$ cat src/rtl/tree_pkg.sv
// Constants shared by the fan-in collector and its arbiter.
package tree_pkg;
  localparam int SRC_W     = 3;
  localparam int MAX_CHILD = 8;
endpackage

$ cat src/rtl/tree_rr_arbiter.sv
// Round-robin arbiter: picks the first request at or after last_grant+1, wrapping at N.
module tree_rr_arbiter
  import tree_pkg::*;
#(
  parameter int N = 5
) (
  input  logic [N-1:0]     req_i,
  input  logic [SRC_W-1:0] last_grant_i,
  output logic [N-1:0]     grant_o,
  output logic [SRC_W-1:0] grant_idx_o
);

  int   idx;
  logic found;

  always_comb begin
    grant_o     = '0;
    grant_idx_o = '0;
    found       = 1'b0;
    idx         = 0;
    for (int off = 1; off <= N; off++) begin
      idx = (int'(last_grant_i) + off) % N;
      if (!found && req_i[idx]) begin
        found        = 1'b1;
        grant_o[idx] = 1'b1;
        grant_idx_o  = SRC_W'(idx);
      end
    end
  end

endmodule

$ cat src/rtl/tree_fanin_collector.sv
// Merges NUM_CHILD valid/ready sources round-robin into a registered FIFO tagged with source index.
// Handshake: a beat moves on any port in a cycle where its valid and ready are both high; ready never waits on valid's history.
module tree_fanin_collector
  import tree_pkg::*;
#(
  parameter int NUM_CHILD = 5,
  parameter int DATA_W    = 8,
  parameter int DEPTH     = 4
) (
  input  logic                        clk,
  input  logic                        rst_n,
  input  logic [NUM_CHILD-1:0]        child_valid,
  input  logic [NUM_CHILD*DATA_W-1:0] child_data,
  output logic [NUM_CHILD-1:0]        child_ready,
  output logic                        out_valid,
  output logic [DATA_W-1:0]           out_data,
  output logic [SRC_W-1:0]            out_src,
  input  logic                        out_ready,
  output logic [15:0]                 drop_cnt
);

  localparam int PTR_W = $clog2(DEPTH);
  localparam int CNT_W = PTR_W + 1;
  localparam int ENT_W = SRC_W + DATA_W;

  logic [NUM_CHILD-1:0] grant;
  logic [SRC_W-1:0]     grant_idx;
  logic [SRC_W-1:0]     last_grant_q, last_grant_d;
  logic [PTR_W-1:0]     wr_ptr_q, rd_ptr_q, rd_next;
  logic [CNT_W-1:0]     count_q, count_d, after_pop;
  logic [ENT_W-1:0]     mem_q [DEPTH];
  logic [ENT_W-1:0]     head_q, head_d, push_ent;
  logic [15:0]          drop_q, drop_d;
  logic                 full, pop, push, can_push;

  tree_rr_arbiter #(.N(NUM_CHILD)) u_arb (
    .req_i        (child_valid),
    .last_grant_i (last_grant_q),
    .grant_o      (grant),
    .grant_idx_o  (grant_idx)
  );

  // A pop in the same cycle frees a slot, so a full FIFO can still accept.
  assign full        = (count_q == CNT_W'(DEPTH));
  assign pop         = (count_q != '0) && out_ready;
  assign can_push    = !full || pop;
  assign child_ready = (rst_n && can_push) ? grant : '0;
  assign push        = |child_ready;
  assign push_ent    = {grant_idx, child_data[int'(grant_idx)*DATA_W +: DATA_W]};
  assign rd_next     = rd_ptr_q + PTR_W'(pop);
  assign after_pop   = count_q - CNT_W'(pop);

  always_comb begin
    count_d      = after_pop + CNT_W'(push);
    last_grant_d = push ? grant_idx : last_grant_q;
    head_d       = head_q;
    // Head register holds its last value once the FIFO drains.
    if (push && after_pop == '0) head_d = push_ent;
    else if (after_pop != '0)    head_d = mem_q[rd_next];
    drop_d = drop_q;
    if (|child_valid && !can_push && drop_q != 16'hFFFF) drop_d = drop_q + 16'd1;
  end

  always_ff @(posedge clk or negedge rst_n) begin
    if (!rst_n) begin
      wr_ptr_q     <= '0;
      rd_ptr_q     <= '0;
      count_q      <= '0;
      head_q       <= '0;
      drop_q       <= '0;
      last_grant_q <= SRC_W'(NUM_CHILD - 1);
      for (int i = 0; i < DEPTH; i++) mem_q[i] <= '0;
    end else begin
      if (push) begin
        mem_q[wr_ptr_q] <= push_ent;
        wr_ptr_q        <= wr_ptr_q + PTR_W'(1);
      end
      rd_ptr_q     <= rd_next;
      count_q      <= count_d;
      head_q       <= head_d;
      drop_q       <= drop_d;
      last_grant_q <= last_grant_d;
    end
  end

  assign out_valid = (count_q != '0);
  assign out_src   = head_q[ENT_W-1 -: SRC_W];
  assign out_data  = head_q[DATA_W-1:0];
  assign drop_cnt  = drop_q;

endmodule

$ cat config.mk
export PLATFORM = sky130hd
export DESIGN_NAME = tree_fanin_collector
export DESIGN_NICKNAME = d
export VERILOG_FILES = /design/src/rtl/tree_pkg.sv /design/src/rtl/tree_rr_arbiter.sv /design/src/rtl/tree_fanin_collector.sv
export SDC_FILE = /design/constraint.sdc
export NUM_CORES = 1
export LEC_CHECK = 0
export CORE_ASPECT_RATIO = 1.1
export CORE_MARGIN = 5
export CORE_UTILIZATION = 58
export DETAILED_ROUTE_END_ITERATION = 6
export GPL_TIMING_DRIVEN = 0
export PLACE_DENSITY = 0.85
export SLEW_MARGIN = 20
export SYNTH_ARGS = -nofsm -noshare
export SYNTH_HDL_FRONTEND = slang
export SYNTH_HIERARCHICAL = 1
export SYNTH_SLANG_ARGS = --single-unit
$ cat constraint.sdc
create_clock -name clk -period 9.41 [get_ports clk]
set_clock_uncertainty 0.1 [all_clocks]
set_input_delay 1.882 -clock clk [delete_from_list [all_inputs] [get_ports clk]]
set_output_delay 1.882 -clock clk [all_outputs]
set_load 0.05 [all_outputs]
Word level (Yosys, flattened, before mapping). Cells that the tools add are included.

Add/subtract/negate cells: 10. Bitwise logic cells: 6. Multiply operators: 0. Magnitude comparators: 13. Shifts and indexed selects: 1. Reduce and logical (&&, ||, !) cells: 28. Div/mod/pow operators: 5. Eq/ne operators: 2. Muxes and demuxes: 48.

Operators by type and width (count): greater-or-equal comparator 32 x 1 -> 1 bit, second input constant (5); less-than comparator 32 x 5 -> 1 bit, second input constant (5); modulo 32 x 4 -> 32 bit, second input constant (5); 2-to-1 mux 11 bit (5); bitwise mux 44 bit (1); indexed part select 40 x 7 -> 8 bit (1); 2-to-1 mux 5 bit (6); binary-select mux 11 bit (select 2 bit) (1); demux 11 bit (select 2 bit) (1); OR 5 bit (4); 2-to-1 mux 1 bit (19); adder 16 x 1 -> 16 bit, second input constant (1); inequality test 16 bit, second input constant (1); binary-select mux 1 bit (select 3 bit) (5); demux 1 bit (select 3 bit) (5); logical AND 1 bit (15); 2-to-1 mux 3 bit (5); OR reduction 5 bit (2); adder 3 x 2 -> 4 bit, second input constant (2); adder 3 x 3 -> 4 bit, second input constant (2); greater-or-equal comparator 3 bit, second input constant (2); logical NOT 1 bit (6); NOT 2 -> 3 bit (2); nonzero test 3 bit (2); other kinds (10) (10).

Logic and storage cells: 123. Bits in read-only memories: 0. Flip-flop bits (word level): 81. RAM bits: 0. Bits of input ports: 48. Output and inout port bits: 33. Memories kept: 0. Bits in latches: 0.

Longest topological paths before layout.
Depth after elaboration: 22. Depth in mapped cells: 29. Depth with buffers taken out: 25.

By module. The synthesis kept the hierarchy.

By module, submodules not included: tree_fanin_collector (times used 1, sequential area each 2028.2 um^2, cells each 380, area an instance 4111.4 um^2); tree_rr_arbiter (times used 1, sequential area each 0.0 um^2, cells each 387, area an instance 2792.7 um^2).

Worst setup path after synthesis. No wires, ideal clock.

Kind: reg-to-output. From: reg last_grant_q[0]. To: out child_ready[0]. Data required time: 7428 ps. Setup slack: 1766 ps. Buffers on the path: 3. Cell stages (with the launch flop): 24. Arrival time: 5662 ps. Cell sequence: dfrtp_1 > buf_4 > inv_1 > buf_1 > ha_1 > xnor2_4 > inv_4 > ha_1 > or3b_1 > o22ai_2 > nor2_2 > inv_1 > ha_1 > nand2b_1 > o2111ai_1 > o211ai_2 > buf_4 > mux2i_1 > and3_1 > or3_4 > nor3_4 > nand4_2 > o2111ai_1 > and3_1.

Word-level cells in the longest chain between the ends: 19. Elaborated cells on any way between the ends: 72. Those cells by class: add/sub: 5; div: 5; order compare: 10; mux: 35; bitwise: 4; reduce/logical: 13.

Ends and longest elaborated chain: from (decl) (line tree_fanin_collector.sv:28) `logic [SRC_W-1:0] last_grant_q, last_grant_d;`; from (signal assigned) (line tree_fanin_collector.sv:71) `last_grant_q <= SRC_W'(NUM_CHILD - 1);`; from (signal assigned) (line tree_fanin_collector.sv:82) `last_grant_q <= last_grant_d;`; parallel branches: the longest is 17 deep, another holds modulo 32 x 4 -> 32 bit; 2-to-1 mux 5 bit * (line tree_rr_arbiter.sv:23) `if (!found && req_i[idx]) begin`; net grant[0] (line tree_fanin_collector.sv:26) `logic [NUM_CHILD-1:0] grant;`; 2-to-1 mux 5 bit * (line tree_fanin_collector.sv:47) `assign child_ready = (rst_n && can_push) ? grant : '0;`; to (decl) (line tree_fanin_collector.sv:14) `output logic [NUM_CHILD-1:0] child_ready,`.

Mark *: on every way through the listed nets, which the timed path passes. The select of a mux whose other input is x is not followed.

Final worst setup path.
From: reg last_grant_q[0]. To: out child_ready[2].

The elaborated chain is that of the path after synthesis.

==> results by group <==
Drt
  • Vias/cell: 6.649
  • Via count: 6742
  • DRT Wirelength: 21.60 mm
  • Drt pass-1 iters: 5
  • DRT iter0 DRCs: about 710
  • # DRC: 0
  • Post-DRT Antenna Nets: 0
  • Wire per inst: 21.30 µm

Layout
  • # diodes: 0
  • Final nets: 951
  • Synthesis-to-finish area growth: 19.45%
  • Share of layout cells above drive strength 1: 0.1308

Yosys
  • Post-synth top area share: 0.2900
  • Syn_nets: 859
  • Async S/R FF share, synth: 1.000
  • Largest cells by area after synthesis: dfrtp_1 29%, ha_1 8.0%, nand2_1 5.1%
  • Primary FF master, synth: dfrtp_1
  • Synthesis-stage register bit count: 81
  • Cells after Synth: between 700 and 800
  • Top-count cell post-synth: nand2_1
  • Netlist cell types: between 100 and 150
  • Largest area contributor in the netlist: dfrtp_1
  • Sequential element share of the synthesized area: 0.2938
  • Warnings from Yosys: 6
  • Mapped cell area: 6904 µm²
  • EDFF count, synth: 0
  • Most instantiated cells after synthesis: 93 x nand2_1, 80 x dfrtp_1, 60 x o21ai_0
  • Avg Cell Area, Syn: 9.001 µm²

STA
  • Max-slew violations: 0
  • F_max: 112.4 MHz
  • Fin crit share: 0.9459
  • Slew @ Worst Pin: 0.8108 ns
  • Setup violations, final: 0
  • Crit path time final: between 8 and 9 ns
  • Fin. Hold Viols: 0
  • Relative slew slack: 0.4440
  • Post-Route Setup TNS: 0 ns
  • Unrepaired setup endpoints after global routing: no

Global routing
  • Number of antenna violations at the first check in global routing: 0
  • Pin count of the biggest net entering global routing: 63
  • Grt ovf: 0
  • Vias in the first global route: 6942
  • First-pass GRT wire length: 34.93 mm
  • GRT Util Overall: 0.3028

Floorplan
  • Core area: 11590 µm²
  • FP Rows: 41
  • Die ar.: 14190 µm²
  • Initial core utilization: 0.5955
  • Die W: 114.0 µm
  • Die span in y: 124.4 µm
  • Top Ports: 81

Critical path
  • Worst Setup Path Type: reg2out
  • CP Launch Type: register
  • Critical Path AT: 6.92 ns
  • Crit Path Max Fanout: 16
  • Crit. End Element: output pin
  • R2r setup slk: 1.72 ns
  • WP data required: 7.43 ns

Clock network
  • Clk root buf: clkbuf_16
  • Clock Sink Count: 81
  • CTS Buffer Depth: 2
  • Clk pin slew, worst setup/hold paths: 0.06 ns
  • CTS buffer count: 9
  • Worst-skew pair later-pin latency: between 0.3 and 0.4 ns
  • H-tree depth: 3
  • CTS Hold Bufs: 0
  • CTS tree: yes

Placed design
  • Port bufs: 80
  • GPL Wtd Cong: 0.9954
  • Estimated wirelength of the detail-placed design: 15.69 mm

Status
  • Outcome: complete, no violations

Flow run
  • Max_cap viols: 0

Worst hold path
  • Worst hold-check path type: reg2reg
==> path summary, 6_finish.rpt <==
kind / startpoint / to / depth (start not counted)
min in group asynchronous: rst_n / drop_cnt[13]$_DFFE_PN0P_ / 1
max in group asynchronous: rst_n / last_grant_q[2]$_DFFE_PN1P_ / 2
max: last_grant_q[0]$_DFFE_PN0P_ / child_ready[2] / 24
max reg2reg: last_grant_q[0]$_DFFE_PN0P_ / count_q[2]$_DFF_PN0_ / 24
min reg2reg: mem_q[11]$_DFFE_PN0P_ / mem_q[11]$_DFFE_PN0P_ / 2
min: mem_q[11]$_DFFE_PN0P_ / mem_q[11]$_DFFE_PN0P_ / 2
==> state kept, by name, summed over array words and instances, names as in the netlist <==
signal,flops
count_q,3
last_grant_q,3
drop_cnt,16
wr_ptr_q,2
mem_q,44
rd_ptr_q,2
head_q,11
==> critical path, cell delays in order (launching register included) <==
cell and delay [ns]:
dfrtp_2 0.54, buf_4 0.23, inv_1 0.14, clkdlybuf4s15_2 0.44
ha_1 0.42, xnor2_4 0.37, inv_4 0.11, ha_1 0.30
or3b_1 0.39, o22ai_2 0.20, nor2_2 0.11, inv_1 0.14
ha_1 0.22, nand2b_1 0.10, o2111ai_1 0.13, o211ai_2 0.12
buf_4 0.19, mux2i_1 0.14, nor3_1 0.43, o21ai_0 0.29
nor4_1 0.44, o32ai_1 0.20, o2111ai_1 0.17, and3_1 0.29
dlymetal6s2s_1 0.45
==> per-layer routing <==
metal	global-route usage	up-vias	part of all wire
met5	0	-	0
met4	0.1405	0	0.035
li1	-	3039	-
met3	0.04859	64	0.068
met2	0.5320	352	0.52
met1	0.3561	3287	0.37
==> metrics by stage <==
step	setup slack (ns)	util	hold WS [ns]	std cells	cell area, µm²
2_1_floorplan	1.766	-	0.3439	767	6904
3_3_place_gp	0.1908	0.6808	0.3561	997	7893
3_5_place_dp	0.03747	0.6829	0.3682	998	7918
4_1_cts	0.07090	0.7101	0.3778	1014	8233
5_1_grt	0.2107	0.7113	0.4104	1014	8247
6_report	0.5094	0.7113	0.3804	1014	8247
==> what timing repair did <==
item	4_1_cts	5_1_grt
setup endpoints to repair	5	5
setup buffers	0	0
resized for setup	4	6
==> final cells by class <==
class                   instances  area (µm²)
multi-input cells             608        4502
fillers                       897        3347
flip-flops and latches         81        2029
repair buffers                 81       838.3
plain buffers                  42       252.7
clock buffers                  10       239.0
well taps                     150       187.7
inverters                      36       140.1
clock inverters                 6       57.56
==> cells in the final DEF, fill, tap and decap left out, types with 12 or more instances in the layout <==
cell	n
a21oi_1	30
and3_1	14
buf_2	13
clkdlybuf4s50_1	74
dfrtp_1	79
ha_1	44
inv_1	33
mux2i_1	29
nand2_1	93
nand2b_1	12
nor2_1	38
nor3_1	25
nor4_1	13
o21ai_0	60
xnor2_1	13
xor2_1	14
==> kinds of logic (layout without fill, tap and decap cells) <==
logic type               count (synthesis)  in the layout  synth area share
XOR/XNOR                                30             30           0.04458
flip-flops                              81             81            0.2938
AND/OR/NAND/NOR                        267            267            0.2044
buffers and inverters                   78            175           0.05582
AO/OA/AOI/OAI                          215            215            0.2236
multiplexers                            52             52           0.09804
adder cells (fa/ha/maj)                 44             44           0.07974
Power is not shown: default switching activity piles up to over one toggle a cycle in this logic, so the estimate is an artifact.
==> patch 1, RTL diff (config.mk and constraints unchanged) <==
The parameter `NUM_CHILD` goes from 5 to 10.
--- a/src/rtl/tree_fanin_collector.sv
+++ b/src/rtl/tree_fanin_collector.sv
@@ -3,7 +3,7 @@
 module tree_fanin_collector
   import tree_pkg::*;
 #(
-  parameter int NUM_CHILD = 5,
+  parameter int NUM_CHILD = 10,
   parameter int DATA_W    = 8,
   parameter int DEPTH     = 4
 ) (
Ports: changed (resized child_data, child_ready and child_valid); port bits go from 81 to 131. The function was not compared with the original's and may differ.
==> patch 1 against the original RTL <==
Area after synthesis is 11% higher. Sequential cell count stayed put. Cell area is 14% higher. Critical path depth is 1 lower. Utilization is 0.40 points higher. Routed wire length is 24% higher. Setup slack worse by 240 ps. Critical path type unchanged. Critical endpoint is now child_ready[9]. Highest routed layer unchanged.
Power is not shown: default switching activity piles up to over one toggle a cycle in this logic, so the estimate is an artifact.
==> patch 1: results (changes against the original RTL) <==
[timing]
tightest_slew_ps=1122  ; was 810.8 ps

[synth]
synth_area_leaders=dfrtp_1 (26%), mux2_2 (8.8%), mux4_2 (8.8%)  ; was dfrtp_1 (29%), ha_1 (8.0%), nand2_1 (5.1%)
yosys-top-cells-count=dfrtp_1 (80), nand2_1 (73), mux2_2 (60)  ; was nand2_1 (93), dfrtp_1 (80), o21ai_0 (60)
synth.avg_cell_area_um2=9.089  ; was 9.001 um2
syn_nets=979  ; was 859
ys_types=84  ; was 101

[setup_path]
crit_fanout=19  ; was 16
crit_start=last_grant_q[0]  ; unchanged
cp_slowest_cell=nor4_1  ; was dfrtp_2
rr_worst_depth=28  ; was 24
reg2reg_slack_ps=1240  ; was 1720 ps
worst_ep_arrival_time_ps=7160  ; was 6920 ps
cp_top_family=buffers and inverters  ; was simple AND/OR/NAND/NOR gates
crit_end=child_ready[9]  ; was child_ready[2]

[layout]
fin_nets=1104  ; was 951
drive_gt1_share_pct=15.62  ; was 13.08%
nFillCells=966  ; was 897

[hold_path]
hold_path_startpoint=mem_q[3]  ; was mem_q[11]
whs_endpoint=mem_q[3]  ; was mem_q[11]
holdPathStages=1  ; was 2

[route]
wl_um=26740  ; was 21600 um
wl_per_cell_um=23.58  ; was 21.30 um
vias=7741  ; was 6742
drt_iter0_drc=892  ; was 705

[placed_design]
placed_area_um2=9030  ; was 7918 um2
gp_congestion=1.062  ; was 0.9954
hpwl_um=19600  ; was 15690 um

[status]
status=complete, no violations  ; unchanged

[grt]
grt_pass1_wl_um=41460  ; was 34930 um
grt_usage_pct=34.14  ; was 30.28%

-- patch 1: cell count changes after synthesis, sizes merged, moves of 11 or more --
| cell | delta |
|---|---|
| o21ai | -38 |
| nand2 | -20 |
| mux4 | +19 |
| nand3 | +16 |
| nor2 | +19 |
| nor3 | +12 |
| and2 | +13 |
| mux2i | -15 |
| mux2 | +48 |
| clkbuf | +11 |
-- patch 1: repair_timing --
action,in CTS,in global routing
setup buffers,0,0
setup endpoints to repair,54,10
resized for setup,18,4
gates cloned,0,0
endpoints found under the hold margin,0,0
-- patch 1: logic make-up after synthesis --
kind of cell    Yosys count  synth area share [%]
compound gates          191                 17.85
xor+xnor                 27                 3.282
fa+ha+maj                43                 7.022
buf+inv                  82                 4.523
flops                    81                 26.47
mux                     104                 19.46
simple gates            315                 21.39
-- patch 1: cell type report --
class                           instances  area, um2  area share (%)
Inverter                               36      140.1           1.495
Tap cell                              161      201.4           2.149
Clock inverter                          2      35.03          0.3738
Timing Repair Buffer                  115       1166           12.44
Sequential cell                        81       2028           21.64
Multi-Input combinational cell        680       5308           56.63
Clock buffer                           14      274.0           2.924
Buffer                                 45      220.2           2.349
-- patch 1: stage by stage --
stage	util, %	TNS, ps
2_1_floorplan	-	0
3_3_place_gp	68.73	-14000
3_5_place_dp	68.92	-13650
4_1_cts	71.49	0
5_1_grt	71.53	0
6_report	71.53	0
-- patch 1: metal layers --
metal	vias up	GRT usage (%)	wire, um
met1	3706	38.70	9856
met3	113	5.080	1825
li1	3470	-	-
met5	-	0	0
met2	452	60.44	13230
met4	0	22.64	1824
==> patch 2, RTL diff (same flow settings) <==
Made on the original files. Make the reset (`rst_n`) synchronous in one clocked block.
--- a/src/rtl/tree_fanin_collector.sv
+++ b/src/rtl/tree_fanin_collector.sv
@@ -61,7 +61,7 @@
     if (|child_valid && !can_push && drop_q != 16'hFFFF) drop_d = drop_q + 16'd1;
   end
 
-  always_ff @(posedge clk or negedge rst_n) begin
+  always_ff @(posedge clk) begin
     if (!rst_n) begin
       wr_ptr_q     <= '0;
       rd_ptr_q     <= '0;
Check against the original RTL: not equivalent (Yosys sat finds a counterexample within 4 cycles, from zero or initial values and one cycle with rst_n low; the reset may be asserted at any time).
==> patch 2 against the original RTL <==
Area after synthesis fell by 1.4%. First-iteration DRC count fell by 15%. Final cell count fell by 2.9%. Cell area fell by 1.9%. Setup slack improved by 2.9 ps. Routed wire length fell by 5.2%. Non-clock buffer count fell by 2. Utilization fell by 0.73 points. Sequential cell count did not move. Critical endpoint is now child_ready[3].
Power is not shown: default switching activity piles up to over one toggle a cycle in this logic, so the estimate is an artifact.
==> patch 2: results (changes against the original RTL) <==
[route]
vias=6648  ; was 6742
drtPass1Iterations=6  ; was 5
drt_iter0_drc=600  ; was 705
viasPerCell=6.749  ; was 6.649
wl_um=20470  ; was 21600 um
wl_met1_um=7647  ; was 8098 um
wl_met2_um=10430  ; was 11270 um

[setup_path]
reg2reg_from=last_grant_q[1]  ; was last_grant_q[0]
r2r-end=mem_q[1][5]  ; was count_q[2]
crit_end=child_ready[3]  ; was child_ready[2]
reg2reg_slack_ps=1260  ; was 1720 ps
crit_fanout=10  ; was 16
cp_slowest_cell=dfxtp_1  ; was dfrtp_2
start_kind=flop  ; unchanged
rr_worst_depth=26  ; was 24

[layout]
multi_input_gates=577  ; was 608
fin_nets=917  ; was 951
antennaDiodeCount=0  ; unchanged
regArea_um2=2062  ; was 2029 um2
nFillCells=870  ; was 897
clock_area_share_pct=3.542  ; was 3.596%
largest_register_ffs=44  ; unchanged
drive_gt1_share_pct=13.17  ; was 13.08%
fin_util_pct=70.41  ; was 71.13%
nNonClkInverters=40  ; was 36
buffer_area_share_pct=12.84  ; was 13.23%
nonClockBufferCount=121  ; was 123

[synth]
yosys-top-cells-count=nor2_1 (85), edfxtp_1 (44), nand2_1 (43)  ; was nand2_1 (93), dfrtp_1 (80), o21ai_0 (60)
ys_seq_area_share_pct=30.31  ; was 29.38%
synthArstFlopShare_pct=0  ; was 100.0%
syn_nets=827  ; was 859
synth_area_leaders=edfxtp_1 (19%), dfxtp_1 (11%), ha_1 (7.2%)  ; was dfrtp_1 (29%), ha_1 (8.0%), nand2_1 (5.1%)
synth_edf_count=44  ; was 0
ys_types=103  ; was 101

[placed_design]
hpwl_um=15090  ; was 15690 um
placed_area_um2=7782  ; was 7918 um2
io_buffers=79  ; was 80
gp_congestion=0.9558  ; was 0.9954
pre_cts_ws_ps=239.8  ; was 37.47 ps
dp_cells=969  ; was 998

[grt]
use_met2_pct=50.96  ; was 53.20%
use_met3_pct=4.859  ; unchanged
grt_use_met1_pct=33.03  ; was 35.61%
grt_pass1_vias=6545  ; was 6942
grt_usage_pct=28.68  ; was 30.28%
grt_max_degree=14  ; was 63
grt_pass1_wl_um=32160  ; was 34930 um

[hold_path]
hold_path_startpoint=drop_cnt[9]  ; was mem_q[11]
holdPathStages=2  ; unchanged

[status]
status=complete, no violations  ; unchanged

[floorplan]
fp.dieArea_um2=14000  ; was 14190 um2

[timing]
timing.hold.ws_ps=406.7  ; was 380.4 ps
fmax_mhz=112.4  ; about the same
tightest_slew_ps=913.1  ; was 810.8 ps

[clocking]
cts-resized-gates=1  ; was 4

[patch 2: cell types whose count changed after synthesis, moves of 13 or more]
cell      change
and3_1       -13
o21ai_0      -42
nand2_1      -50
nor2_1       +47
nor3_1       -15
dfxtp_1      +37
or4_1        +13
edfxtp_1     +44
nand3_1      +19
dfrtp_1      -80
[patch 2: critical path, delay by kind of cell (launching register included)]
| family | cells | cell delay (ps) |
|---|---|---|
| buffers and inverters | 6 | 1740 |
| AND/OR/NAND/NOR | 5 | 1370 |
| AO/OA/AOI/OAI | 6 | 1330 |
| adder cells (fa/ha/maj) | 3 | 1060 |
| flip-flops | 1 | 540 |
| XOR/XNOR | 1 | 300 |
| multiplexers | 1 | 230 |
[patch 2: cell families after synthesis]
kind of cell             after synthesis  share of synthesized area, %
AND/OR/NAND/NOR                      275                         22.20
AO/OA/AOI/OAI                        191                         21.55
buffers and inverters                 82                         5.645
flip-flops                            81                         30.31
multiplexers                          52                         10.17
adder cells (fa/ha/maj)               39                         7.172
XOR/XNOR                              20                         2.961
